File: config.mk
export PLATFORM = sky130hd
export DESIGN_NAME = aipp_telemetry_tx
export DESIGN_NICKNAME = d
export VERILOG_FILES = /design/src/rtl/aipp_telemetry_tx.sv
export SDC_FILE = /design/constraint.sdc
export NUM_CORES = 1
export LEC_CHECK = 0
export ABC_AREA = 1
export CAP_MARGIN = 10
export CELL_PAD_IN_SITES_DETAIL_PLACEMENT = 2
export CELL_PAD_IN_SITES_GLOBAL_PLACEMENT = 2
export CORE_ASPECT_RATIO = 0.6
export CORE_MARGIN = 4
export CORE_UTILIZATION = 32
export DETAILED_ROUTE_END_ITERATION = 16
export PLACE_DENSITY = 0.95
export SLEW_MARGIN = 40
export SYNTH_ARGS = -nofsm -noshare
export SYNTH_HDL_FRONTEND = slang
export SYNTH_SLANG_ARGS = --single-unit
File: constraint.sdc
create_clock -name clk -period 9 [get_ports clk]
set_input_delay 1.35 -clock clk [delete_from_list [all_inputs] [get_ports clk]]
set_output_delay 1.35 -clock clk [all_outputs]
set_load 0.03 [all_outputs]
File: src/rtl/aipp_telemetry_tx.sv
// Voltage-health telemetry transmitter: window-averages ADC supply samples, quantizes them to a
// 4-bit health code and emits paced reports. Optional macro AIPP_TX_HYSTERESIS_EN suppresses +/-1 jitter.
`timescale 1ns/1ps
module aipp_telemetry_tx #(
    parameter int ADC_W    = 12,
    parameter int AVG_LOG2 = 2
) (
    input  logic             clk,
    input  logic             rst_n,
    input  logic [ADC_W-1:0] adc_sample,
    input  logic             adc_vld,
    input  logic [ADC_W-1:0] v_floor,
    input  logic [3:0]       health_shift,
    input  logic [ADC_W-1:0] critical_level,
    input  logic [7:0]       report_period,
    input  logic             intr_alert,
    output logic [3:0]       v_health,
    output logic             telemetry_vld,
    output logic [7:0]       drop_cnt
);

    localparam int                  ACC_W    = ADC_W + AVG_LOG2;
    localparam logic [AVG_LOG2-1:0] CNT_LAST = '1;

    logic [ACC_W-1:0]    acc_q, acc_d, sum;
    logic [AVG_LOG2-1:0] cnt_q, cnt_d;
    logic                pend_q, pend_d;
    logic [3:0]          pend_health_q, pend_health_d;
    logic [7:0]          period_cnt_q, period_cnt_d;
    logic [3:0]          v_health_q, v_health_d;
    logic                vld_q, vld_d;
    logic [7:0]          drop_cnt_q, drop_cnt_d;

    logic [ADC_W-1:0]    avg, diff, shifted;
    logic [3:0]          q;
    logic                window_done, fast, emit, suppress;

    always_comb begin
        sum         = acc_q + ACC_W'(adc_sample);
        window_done = adc_vld && (cnt_q == CNT_LAST);
        avg         = sum[ACC_W-1:AVG_LOG2];
        diff        = avg - v_floor;
        shifted     = diff >> health_shift;
        if (avg <= v_floor)           q = 4'd0;
        else if (|shifted[ADC_W-1:4]) q = 4'd15;
        else                          q = shifted[3:0];

        fast     = adc_vld && (adc_sample < critical_level);
        emit     = pend_q && ((period_cnt_q >= report_period) || intr_alert);
        suppress = 1'b0;
`ifdef AIPP_TX_HYSTERESIS_EN
        // Rail codes 0 and 15 always report so a real excursion is never hidden.
        if ((pend_health_q != 4'd0) && (pend_health_q != 4'd15) &&
            ((pend_health_q == v_health_q + 4'd1) || (v_health_q == pend_health_q + 4'd1)))
            suppress = 1'b1;
`endif

        acc_d = acc_q;
        cnt_d = cnt_q;
        if (adc_vld) begin
            cnt_d = cnt_q + 1'b1;
            acc_d = window_done ? '0 : sum;
        end

        pend_d        = pend_q;
        pend_health_d = pend_health_q;
        if (window_done) begin
            pend_d        = 1'b1;
            pend_health_d = q;
        end else if (fast || emit) begin
            pend_d = 1'b0;
        end

        // A drop is only a pending report that is neither sent nor flushed before being replaced.
        drop_cnt_d = drop_cnt_q;
        if (window_done && pend_q && !fast && !emit && (drop_cnt_q != 8'hFF))
            drop_cnt_d = drop_cnt_q + 8'd1;

        vld_d      = 1'b0;
        v_health_d = v_health_q;
        if (fast) begin
            vld_d      = 1'b1;
            v_health_d = 4'd0;
        end else if (emit && !suppress) begin
            vld_d      = 1'b1;
            v_health_d = pend_health_q;
        end

        if (vld_d)                       period_cnt_d = 8'd0;
        else if (period_cnt_q != 8'hFF)  period_cnt_d = period_cnt_q + 8'd1;
        else                             period_cnt_d = period_cnt_q;
    end

    always_ff @(posedge clk or negedge rst_n) begin
        if (!rst_n) begin
            acc_q         <= '0;
            cnt_q         <= '0;
            pend_q        <= 1'b0;
            pend_health_q <= 4'd0;
            period_cnt_q  <= 8'd0;
            v_health_q    <= 4'd15;
            vld_q         <= 1'b0;
            drop_cnt_q    <= 8'd0;
        end else begin
            acc_q         <= acc_d;
            cnt_q         <= cnt_d;
            pend_q        <= pend_d;
            pend_health_q <= pend_health_d;
            period_cnt_q  <= period_cnt_d;
            v_health_q    <= v_health_d;
            vld_q         <= vld_d;
            drop_cnt_q    <= drop_cnt_d;
        end
    end

    assign v_health      = v_health_q;
    assign telemetry_vld = vld_q;
    assign drop_cnt      = drop_cnt_q;

endmodule

# Yosys cells after proc, flatten, opt, wreduce, memory -nomap -nowiden
# Index checks and enable logic that the tools add are counted.
# Widths: inputs -> output; s select.
[totals] reg_bits=42 out_inout_bits=13 wordCells=46
[classes] n_addsub=5 order_cmp=3 eq_ne=3 shift=1 n_mux=11 n_reduce_logical=15
[op_table] op="$add 8x1->8 const B" n=2
[op_table] op="$mux 4" n=4
[op_table] op="$mux 8" n=2
[op_table] op="$ne 8x8->1 const B" n=2
[op_table] op="$add 14x12->14" n=1
[op_table] op="$mux 14" n=1
[op_table] op="$le 12x12->1" n=1
[op_table] op="$lt 12x12->1" n=1
[op_table] op="$shr 12x4->12" n=1
[op_table] op="$sub 12x12->12" n=1
[op_table] op="$ge 8x8->1" n=1
[op_table] op="$reduce_or 8->1" n=1
[op_table] op="$logic_and 1x1->1" n=7
[op_table] op="$reduce_bool 2->1" n=3
[op_table] op="$mux 1" n=4
[op_table] op="$add 2x1->2 const B" n=1
[op_table] op="$eq 2x2->1 const B" n=1
[op_table] op="$logic_not 1->1" n=2
[op_table] op="$logic_or 1x1->1" n=2

# Longest topological paths before layout
# Gate-level depths: netlist (run 1).
[depth] word_depth=6 depth_mapped=31 ltp_nobuf=31

# Least setup slack after synthesis (run 1)
# Ideal clock, no wire load.
[synth_path] path_type="input to register" from="input adc_sample[0]" to="register pend_health_q[2]" setup_ns=0.116 arrival_ns=4.208 slack_ns=4.676 stages=25 path_buffers=0 cell_sequence="ha_1 -> inv_1 -> fa_1 -> o21ai_1 -> a21oi_1 -> o21ai_1 -> a21oi_1 -> o21ai_1 -> xor2_1 -> inv_1 -> ha_1 -> inv_1 -> o22ai_1 -> nor2_1 -> nand2_1 -> nand2_1 -> nand3_1 -> nand2_2 -> nand3_1 -> nor2_2 -> nand2_1 -> nand2_2 -> nand2_1 -> nand2_1 -> nand2_1"
[synth_between] elab_chain_len=6 word_cells_on_any_way=7 cone_classes="add/sub (2); order compare (1); shift (1); mux (2); reduce/logical (1)"
[synth_lines] element="start, declared" line="10" rtl="input logic [ADC_W-1:0] adc_sample,"
[synth_lines] element="$add 14x12->14 (*)" line="39" rtl="sum = acc_q + ACC_W'(adc_sample);"
[synth_lines] element="$sub 12x12->12" line="42" rtl="diff = avg - v_floor;"
[synth_lines] element="$shr 12x4->12" line="43" rtl="shifted = diff >> health_shift;"
[synth_lines] element="$reduce_or 8->1" line="45" rtl="else if (|shifted[ADC_W-1:4]) q = 4'd15;"
[synth_lines] element="$mux 4" line="45"
[synth_lines] element="$mux 4 (*)" line="44" rtl="if (avg <= v_floor) q = 4'd0;"
[synth_lines] element="end signal, assigned" line="108" rtl="pend_health_q <= pend_health_d;"
[synth_lines] element="end, declared" line="28" rtl="logic [3:0] pend_health_q, pend_health_d;"
# Mark *: on every way between the ends. The rest lies on a longest branch, timed or not.
# A chain may end at the register's enable or synchronous reset.

# Worst setup path after layout (run 1)
# Ends and elaborated chain as after synthesis.

==> results of run 1 <==
## cell families (layout without fill, tap and decap cells)
kind of cell | Yosys count | count (layout) | synth area share (%)
simple gates | 270 | 270 | 29.82
buf+inv | 105 | 171 | 10.70
compound gates | 80 | 80 | 11.91
fa+ha+maj | 48 | 48 | 15.71
flops | 42 | 42 | 26.95
xor+xnor | 22 | 22 | 4.917
other cells | 0 | 1 | 0
## metal layers
metal	global-route usage [%]	part of all wire, %	vias to the layer above	wire [um]
met5	0	0	-	0
met2	40.67	46	96	7873
met1	33.90	48	2123	8134
met3	3.327	4.0	26	676
met4	6.109	1.9	0	318
li1	-	-	1977	-
## sequential cells by signal, summed over array words and instances, names as in the netlist
signal         cells
v_health           4
drop_cnt           8
pend_health_q      4
period_cnt_q       8
pend_q             1
cnt_q              2
acc_q             14
telemetry_vld      1
## power by group through the flow
stage	Combinational [W]	Sequential, W	Clock (W)
after floorplan	0.000828	0.000316	0
after global placement	0.00115	0.000300	0
after detailed placement	0.00124	0.000308	0
after CTS	0.00130	0.000308	0.000196
after global routing	0.00145	0.000316	0.000203
final	0.00132	0.000309	0.000193
## stage by stage
step	total power (W)	utilization [%]	worst slack, ps	hold WS [ps]
6_report	0.001817	41.78	3466	482.9
5_1_grt	0.001970	41.78	3196	505.6
4_1_cts	0.001808	41.76	3517	484.7
3_5_place_dp	0.001551	40.48	3458	466.6
3_3_place_gp	0.001447	40.46	3708	459.4
2_1_floorplan	0.001143	-	4676	445.9
## final cells by class
| class | count | area [um^2] | share of cell area (%) |
|---|---|---|---|
| clock buffers | 5 | 125.1 | 2.573 |
| flip-flops and latches | 42 | 1056 | 21.72 |
| well taps | 160 | 200.2 | 4.117 |
| inverters | 99 | 372.9 | 7.669 |
| diodes | 1 | 2.502 | 0.05147 |
| multi-input cells | 420 | 2444 | 50.26 |
| repair buffers | 64 | 638.1 | 13.12 |
| clock inverters | 3 | 23.77 | 0.4889 |
## worst max path at each step
stage,slack [ps],start,end
finish,3470,adc_sample[0],pend_health_q[2]$_DFFE_PN0P_
global route,3200,adc_sample[0],pend_health_q[3]$_DFFE_PN0P_
CTS,3520,adc_sample[0],pend_health_q[3]$_DFFE_PN0P_
detailed placement,3460,adc_sample[0],pend_health_q[3]$_DFFE_PN0P_
global placement,3710,adc_sample[0],pend_health_q[2]$_DFFE_PN0P_
floorplan,4680,adc_sample[0],pend_health_q[2]$_DFFE_PN0P_
## worst max-delay path: stages
cell             delay, ps
clkdlybuf4s50_1        500
ha_1                   170
inv_1                   60
fa_1                   410
o21ai_1                320
a21oi_1                180
o21ai_1                250
a21oi_1                120
o21ai_1                200
xor2_1                 270
inv_1                   90
ha_1                   330
inv_1                  130
o22ai_1                120
nor2_1                 170
nand2_1                 90
nand2_1                100
nand2_1                100
nand3_1                150
nand3_1                120
nor2_2                  90
nand2_1                 70
nand2_2                 90
nand2_1                 80
nand2_1                 90
nand2_1                 60
## cell usage in the layout (no fill, tap or decap), drive strengths merged, types with 3 or more instances in the layout
| cell type | netlist | layout |
|---|---|---|
| a31oi | 3 | 3 |
| nor3 | 7 | 7 |
| clkbuf | 2 | 5 |
| nand3 | 59 | 59 |
| xnor2 | 7 | 7 |
| nor2 | 28 | 28 |
| o21ai | 27 | 27 |
| dfrtp | 38 | 38 |
| xor2 | 15 | 15 |
| nand2 | 163 | 163 |
| a22o | 6 | 6 |
| dfstp | 4 | 4 |
| nand4 | 8 | 8 |
| ha | 46 | 46 |
| o22ai | 3 | 3 |
| inv | 98 | 99 |
| clkdlybuf4s50 | 0 | 63 |
| a21oi | 33 | 33 |
==> impl_metrics.csv, run 1 <==
group,metric,value,unit
timing,period_needed,5534,ps
detailed_routing,drtIter0Drc,286,
logic_synthesis,yosysMostFrequentCell,"nand2_1",
pwr,power_leakage,2.547,nW
cells_and_area,finish.net_count,732,
global_routing,grt_max_degree,43,
global_routing,grt_util_all_layers,24.57,%
pwr,clkPwrFrac,10.6,%
cts,cts_max_level,2,
timing,finalCritPeriodShare,61.49,%
logic_synthesis,ys_types,41,
pwr,seqPwrFrac,17.0,%
timing,tightestPinTransition,777.8,ps
critical_path,reg2reg_from,"acc_q[0]$_DFFE_PN0P_",
logic_synthesis,synth_common_cells,"nand2_1, inv_1, nand3_1",
cts,clk_pin_slew_worst_paths,70,ps
timing,fmax,0.1807,GHz
timing,relSlewSlack,47.75,%
detailed_routing,drt-total-wl,17000,um
cells_and_area,drive_above_1_share,5.213,%
cts,postCtsSetupBuffers,0,
die,rows,30,
cts,cts_buffer_depth,2,
min_path,holdCritStartpoint,"v_health[1]$_DFFE_PN1N_",
die,fp.coreArea,11640,um^2
logic_synthesis,async_flop_share,100.0,%
global_routing,grt_pass1_wl,27060,um
global_routing,antenna_found_initial,1,
cells_and_area,fillers,1400,
cts,cts.repair.resized,0,
critical_path,r2r_end,"pend_health_q[2]$_DFFE_PN0P_",
logic_synthesis,ys_ff_latch,42,
pwr,ir_drop,0.0001205,V
logic_synthesis,syn_area,3919,um^2
timing,fin_worst_skew,9.880,ps
run_status,status,"complete, no violations",
critical_path,r2r_cells,25,
pwr,p_sw,0.001029,W
min_path,hold_end,"v_health[1]$_DFFE_PN1N_",
min_path,hp-class,"reg2reg",
pwr,pwr-share-comb,72.4,%
cells_and_area,instances_no_fill,794,
critical_path,start_kind,"input port",
pwr,intPower,0.0007883,W
global_routing,grt_overflow_total,0,
die,die_h,93.72,um
critical_path,critPathCaptureType,"flip-flop",
logic_synthesis,yosysTopAreaCellShare,24.27,%
timing,maxSlewViolCount,0,
logic_synthesis,yosys_warnings,0,
critical_path,ff2ff_setup_slack,4670,ps
detailed_routing,remaining_drc_errors,0,
detailed_routing,dr_total_vias,4222,
critical_path,critPathKind,"in2reg",
placement,dpl_cell_area,4711,um^2
placement,portBuffers,64,
logic_synthesis,synth_ff_type,"dfrtp_1",
cts,hold_buffers,0,
min_path,whs_path_depth,2,
die,dieArea,14140,um^2
die,initial_core_util,33.68,%
run,cap_violations,0,
cts,numCtsBuffers,5,
logic_synthesis,synthTopCellsByArea,"dfrtp_1, ha_1, nand2_1",
cts,tritoncts,"built",
logic_synthesis,syn_nets,667,
placement,dp.cells,785,
detailed_routing,drtPass1Iterations,4,
logic_synthesis,syn_inst,567,
timing,tns,0,ps
pwr,swShare,56.62,%
critical_path,crit_arrival,5720,ps
detailed_routing,antenna_left,0,
cts,clk_latency,300,ps
logic_synthesis,synth_edf_count,0,
detailed_routing,drt-wirelength-per-cell,21.41,um
cts,cts_sinks,42,
logic_synthesis,seq_area_frac_synth,26.95,%
cells_and_area,stdcell_area,4862,um^2
global_routing,grt_pass1_vias,4793,
pwr,powerDensity,373.8,nW/um^2
detailed_routing,viasPerCell,5.317,
timing,setup_viol,0,
logic_synthesis,synth_area_leader_cell,"dfrtp_1",
timing,final_hold_viol_count,0,
placement,place_hpwl,12650,um
cts,clockRootBuffer,"clkbuf_16",
die,ios,65,
die,die_x,150.9,um
placement,place_congestion,0.9403,
logic_synthesis,syn_area_per_cell,6.911,um^2
critical_path,critPathRequiredTime,9180,ps
critical_path,cp_max_fo,4,
cells_and_area,syn_to_final_growth,24.07,%
timing,rsz0062_at_grt,"false",
Power figures use the tool's default switching activity.
==> inputs of run 2 (changes only) <==
--- a/config.mk
+++ b/config.mk
@@ -11,9 +11,9 @@
 export CELL_PAD_IN_SITES_GLOBAL_PLACEMENT = 2
 export CORE_ASPECT_RATIO = 0.6
 export CORE_MARGIN = 4
-export CORE_UTILIZATION = 32
+export CORE_UTILIZATION = 30
 export DETAILED_ROUTE_END_ITERATION = 16
-export PLACE_DENSITY = 0.95
+export PLACE_DENSITY = 0.9
 export SLEW_MARGIN = 40
 export SYNTH_ARGS = -nofsm -noshare
 export SYNTH_HDL_FRONTEND = slang
==> constraint.sdc (replaced) <==
create_clock -name clk -period 5.8 [get_ports clk]
set_input_delay 0.87 -clock clk [delete_from_list [all_inputs] [get_ports clk]]
set_output_delay 0.87 -clock clk [all_outputs]
set_load 0.03 [all_outputs]
==> impl_metrics.csv, run 2 (synthesis gave the netlist of run 1 again) <==
group,metric,value,unit
detailed_routing,remaining_drc_errors,0,
cells_and_area,final_common_cell,"nand2_1",
cts,postCtsSetupBuffers,0,
critical_path,reg2reg_from,"acc_q[0]$_DFFE_PN0P_",
critical_path,ff2ff_setup_slack,1740,ps
critical_path,critPathBufInv,3,
detailed_routing,viasPerCell,5.021,
pwr,power_leakage,2.552,nW
cells_and_area,syn_to_final_growth,24.17,%
timing,final_hold_viol_count,0,
pwr,intPower,0.001213,W
pwr,powerDensity,556.4,nW/um^2
timing,tightestPinTransition,791.1,ps
min_path,hold_end,"v_health[1]$_DFFE_PN1N_",
run_status,status,"complete, no violations",
cts,clk_latency,290,ps
min_path,holdCritStartpoint,"v_health[1]$_DFFE_PN1N_",
detailed_routing,drtIter0Drc,165,
global_routing,grt_pass1_vias,4456,
global_routing,grt_overflow_total,0,
cells_and_area,n_antenna_cell,0,
cts,cts_buffer_depth,2,
critical_path,r2r_cells,25,
die,fp.coreArea,12810,um^2
timing,fmax,0.2091,GHz
pwr,p_sw,0.001495,W
critical_path,start_kind,"input port",
timing,tns,0,ps
placement,place_congestion,0.9111,
critical_path,cpPeakStageDelay,490,ps
critical_path,critPathRequiredTime,5990,ps
timing,relSlewSlack,46.86,%
detailed_routing,drt-wirelength-per-cell,18.26,um
die,die_h,96.53,um
cells_and_area,instances_no_fill,803,
critical_path,crit_arrival,4970,ps
cts,cts_sinks,42,
cts,cts_max_level,2,
detailed_routing,drt-total-wl,14670,um
cts,tritoncts,"built",
timing,period_needed,4784,ps
cts,numCtsBuffers,5,
die,rows,32,
global_routing,grt_pass1_wl,23170,um
critical_path,crit_slowest_cell,"clkdlybuf4s50_1",
cells_and_area,drive_above_1_share,5.055,%
critical_path,critPathKind,"in2reg",
detailed_routing,antenna_left,0,
pwr,swShare,55.21,%
die,initial_core_util,30.59,%
global_routing,antenna_found_initial,0,
critical_path,r2r_end,"pend_health_q[0]$_DFFE_PN0P_",
die,die_x,155.6,um
detailed_routing,drtPass1Iterations,4,
die,ios,65,
critical_path,cp_max_fo,4,
detailed_routing,dr_total_vias,4032,
min_path,hp-class,"reg2reg",
pwr,total_power,0.002708,W
cells_and_area,largest_reg_flops,14,
pwr,clkPwrFrac,10.5,%
run,cap_violations,0,
cts,cts.repair.resized,0,
min_path,whs_path_depth,2,
die,dieArea,15020,um^2
cts,hold_buffers,0,
critical_path,crit_family,"simple AND/OR/NAND/NOR gates",
critical_path,crit_top_cell,"nand2_1",
pwr,seqPwrFrac,17.6,%
timing,finalCritPeriodShare,82.47,%
cells_and_area,largest_register,"acc_q",
pwr,pwr-share-comb,71.9,%
global_routing,grt_max_degree,43,
global_routing,grt_util_all_layers,19.38,%
cts,clk_pin_slew_worst_paths,70,ps
cells_and_area,layout_common_cells,"nand2_1, inv_1, clkdlybuf4s50_1",
cts,clockRootBuffer,"clkbuf_16",
placement,portBuffers,64,
timing,maxSlewViolCount,0,
critical_path,critPathCaptureType,"flip-flop",
placement,dp.cells,795,
pwr,ir_drop,0.0002074,V
cells_and_area,finish.net_count,732,
placement,place_hpwl,11950,um
timing,fin_worst_skew,9.578,ps
timing,rsz0062_at_grt,"false",
timing,setup_viol,0,
[run 2: cell types whose count changed in the layout (fill, tap and decap cells not counted)]
cell / previous run / this run
clkinvlp_4: 2 / 0
diode_2: 1 / 0
clkbuf_1: 0 / 1
clkinv_2: 1 / 2
clkinv_4: 0 / 1
inv_6: 1 / 0
[run 2: metrics by stage]
stage / util, % / hold slack, ps / setup slack (ps) / area, um^2
floorplan: - / 445.9 / 1956 / 3919
global placement: 36.85 / 458.9 / 1009 / 4721
detailed placement: 36.87 / 471.4 / 734.2 / 4723
CTS: 37.98 / 510.4 / 1027 / 4866
global route: 37.98 / 527.7 / 699.7 / 4866
finish: 37.98 / 507.6 / 1016 / 4866
[run 2: cell type report]
| type | count | area [um^2] |
|---|---|---|
| Clock inverter | 2 | 13.76 |
| Clock buffer | 6 | 128.9 |
| Timing Repair Buffer | 64 | 638.1 |
| Multi-Input combinational cell | 420 | 2444 |
| Sequential cell | 42 | 1056 |
| Inverter | 99 | 372.9 |
| Fill cell | 1554 | 7946 |
| Tap cell | 170 | 212.7 |
[run 2: metal layers]
metal  global-route usage [%]  wire length [um]  up-vias
met4                    3.423               127        0
met3                    2.092               641       10
met2                    33.63              6728       77
met5                        0                 0        -
met1                    26.65              7168     1979
li1                         -                 -     1966
[run 2: power by group through the flow]
| stage | registers (W) | clock network (W) | logic (W) |
|---|---|---|---|
| after global placement | 0.000467 | 0 | 0.00179 |
| final | 0.000477 | 0.000285 | 0.00195 |
| after floorplan | 0.000490 | 0 | 0.00128 |
| after global routing | 0.000488 | 0.000302 | 0.00217 |
| after detailed placement | 0.000477 | 0 | 0.00191 |
| after CTS | 0.000477 | 0.000291 | 0.00195 |
[run 2: worst max-delay path by stage]
stage                       start                      endpoint  slack [ps]  cells past startpoint
finish              adc_sample[0]  pend_health_q[0]$_DFFE_PN0P_        1020                     26
global route        adc_sample[0]  pend_health_q[0]$_DFFE_PN0P_         700                     26
CTS                 adc_sample[0]  pend_health_q[0]$_DFFE_PN0P_        1030                     26
detailed placement  adc_sample[0]  pend_health_q[0]$_DFFE_PN0P_         730                     26
global placement    adc_sample[0]  pend_health_q[3]$_DFFE_PN0P_        1010                     26
floorplan           adc_sample[0]  pend_health_q[2]$_DFFE_PN0P_        1960                     25
[run 2: worst register-to-register path: stages (launching register included)]
cell and delay (ps):
dfrtp_1 360, ha_1 180, inv_1 60, fa_1 400
o21ai_1 270, a21oi_1 150, o21ai_1 250, a21oi_1 120
o21ai_1 170, xor2_1 270, inv_1 80, ha_1 320
nand2_1 120, o22ai_1 90, nor2_1 170, nand2_1 80
nand2_1 90, nand3_1 90, nand2_2 120, nand3_1 110
nor2_2 100, nand2_1 70, nand2_2 90, nand2_1 80
nand2_1 80, nand2_1 50
==> inputs of run 3 (changes only) <==
==> constraint.sdc (replaced) <==
create_clock -name clk -period 4.7 [get_ports clk]
set_input_delay 0.705 -clock clk [delete_from_list [all_inputs] [get_ports clk]]
set_output_delay 0.705 -clock clk [all_outputs]
set_load 0.03 [all_outputs]
==> impl_metrics.csv, run 3 (synthesis gave the netlist of run 1 again) <==
group,metric,value,unit
pwr,powerDensity,719.7,nW/um^2
detailed_routing,drtPass1Iterations,5,
placement,place_congestion,0.9160,
placement,portBuffers,64,
cells_and_area,largest_register,"acc_q",
critical_path,start_kind,"input port",
timing,tns,0,ps
timing,period_needed,4531,ps
critical_path,cp_max_fo,4,
cells_and_area,n_antenna_cell,0,
cells_and_area,layout_common_cells,"nand2_1, inv_1, clkdlybuf4s50_1",
timing,layout_setup_ws,169.2,ps
global_routing,grt_pass1_vias,4574,
critical_path,critPathKind,"in2reg",
critical_path,crit_arrival,4720,ps
detailed_routing,drt-total-wl,15490,um
timing,relSlewSlack,53.44,%
run,cap_violations,0,
timing,tightestPinTransition,695.8,ps
cts,cts_sinks,42,
global_routing,antenna_found_initial,0,
die,rows,32,
global_routing,grt_overflow_total,0,
cts,hold_buffers,0,
pwr,p_sw,0.001939,W
timing,fin_hold_ws,409.6,ps
critical_path,critPathRequiredTime,4880,ps
cts,clk_pin_slew_worst_paths,70,ps
global_routing,grt_util_all_layers,19.91,%
cts,cts_max_level,2,
pwr,pwr-share-comb,72.1,%
detailed_routing,drt-wirelength-per-cell,19.12,um
cells_and_area,final_common_cell,"nand2_1",
timing,fin_worst_skew,6.764,ps
cells_and_area,drive_above_1_share,8.594,%
critical_path,critPathCaptureType,"flip-flop",
timing,fmax,0.2207,GHz
pwr,seqPwrFrac,16.4,%
cells_and_area,largest_reg_flops,14,
pwr,swShare,53.61,%
pwr,intPower,0.001678,W
global_routing,grt_pass1_wl,23920,um
min_path,hp-class,"in2async",
cts,numCtsBuffers,5,
cts,cts_buffer_depth,2,
cells_and_area,finish.net_count,739,
timing,maxSlewViolCount,0,
placement,post-place-ws,-144.1,ps
detailed_routing,antenna_left,0,
cts,clockRootBuffer,"clkbuf_16",
timing,finalCritPeriodShare,96.40,%
die,ios,65,
die,die_h,96.53,um
placement,place_hpwl,11790,um
timing,final_hold_viol_count,0,
pwr,clkPwrFrac,11.5,%
timing,setup_viol,0,
die,initial_core_util,30.59,%
cells_and_area,instances_no_fill,810,
pwr,ir_drop,0.0002957,V
run_status,status,"complete, no violations",
detailed_routing,dr_total_vias,4182,
detailed_routing,viasPerCell,5.163,
placement,dp.cells,797,
cts,tritoncts,"built",
global_routing,grt_max_degree,43,
cts,clk_latency,290,ps
detailed_routing,remaining_drc_errors,0,
die,fp.coreArea,12810,um^2
die,dieArea,15020,um^2
die,die_x,155.6,um
cells_and_area,syn_to_final_growth,28.22,%
detailed_routing,drtIter0Drc,197,
pwr,power_leakage,2.602,nW
[run 3: changes by cell type in the layout (fill, tap and decap cells not counted), sizes merged]
cell	delta
buf	+7
bufinv	+1
clkbuf	-1
clkinv	-1
inv	+1
[run 3: path summary, 6_finish.rpt]
path	startpoint	slack, ps	cells past startpoint	end
min	rst_n	410	1	period_cnt_q[6]$_DFFE_PN0P_
max	adc_sample[0]	170	26	pend_health_q[3]$_DFFE_PN0P_
max reg2reg	acc_q[0]$_DFFE_PN0P_	730	25	pend_health_q[3]$_DFFE_PN0P_
min in group clk	v_health[0]$_DFFE_PN1N_	480	2	v_health[0]$_DFFE_PN1N_
min reg2reg	v_health[0]$_DFFE_PN1N_	480	2	v_health[0]$_DFFE_PN1N_
max in group asynchronous	rst_n	3880	1	acc_q[12]$_DFFE_PN0P_
[run 3: cell type report]
class	instances	area (um^2)
Fill cell	1535	7787
Multi-Input combinational cell	420	2524
Sequential cell	42	1056
Timing Repair Buffer	71	690.7
Inverter	99	372.9
Tap cell	170	212.7
Clock buffer	5	125.1
Clock inverter	3	43.79
[run 3: what timing repair did]
| action | CTS | global route |
|---|---|---|
| setup buffers | 0 | 5 |
| setup endpoints to repair | 1 | 4 |
| pin swaps | 0 | 5 |
| resized for setup | 1 | 13 |
| endpoints found under the hold margin | 0 | 0 |
[run 3: through the flow]
| stage | util (%) | cell area (um^2) | total power, W |
|---|---|---|---|
| after floorplan | - | 3919 | 0.002189 |
| after global routing | 39.22 | 5025 | 0.003947 |
| after CTS | 38.33 | 4911 | 0.003433 |
| after global placement | 36.96 | 4736 | 0.002809 |
| final | 39.22 | 5025 | 0.003616 |
| after detailed placement | 36.98 | 4738 | 0.002955 |
[run 3: routing by layer]
metal	part of all wire (%)	wire [um]	GRT usage, %
met1	48	7405	27.19
met2	45	7044	34.35
met3	4.8	744	2.581
met4	1.9	291	3.714
met5	0	0	0
[run 3: critical path: stages]
cell and delay, ps:
clkdlybuf4s50_1 520, ha_1 210, inv_1 70, fa_2 360, o21ai_2 220, a21oi_2 120, o21ai_2 200, a21oi_1 90
o21ai_1 170, xor2_1 270, inv_1 70, ha_1 330, inv_1 90, o22ai_1 180, nor2_1 90, buf_4 140
nand3_2 70, nand3_1 120, nand2_2 130, nand3_1 100, nor2_2 80, nand2_1 70, nand2_2 90, nand2_1 70
nand2_1 80, nand2_1 50
[run 3: power by group through the flow]
| stage | logic, W | registers, W | clock network, W |
|---|---|---|---|
| 2_1_floorplan | 0.00158 | 0.000605 | 0 |
| 3_3_place_gp | 0.00223 | 0.000576 | 0 |
| 3_5_place_dp | 0.00237 | 0.000588 | 0 |
| 4_1_cts | 0.00243 | 0.000586 | 0.000419 |
| 5_1_grt | 0.00290 | 0.000604 | 0.000441 |
| 6_report | 0.00261 | 0.000592 | 0.000416 |
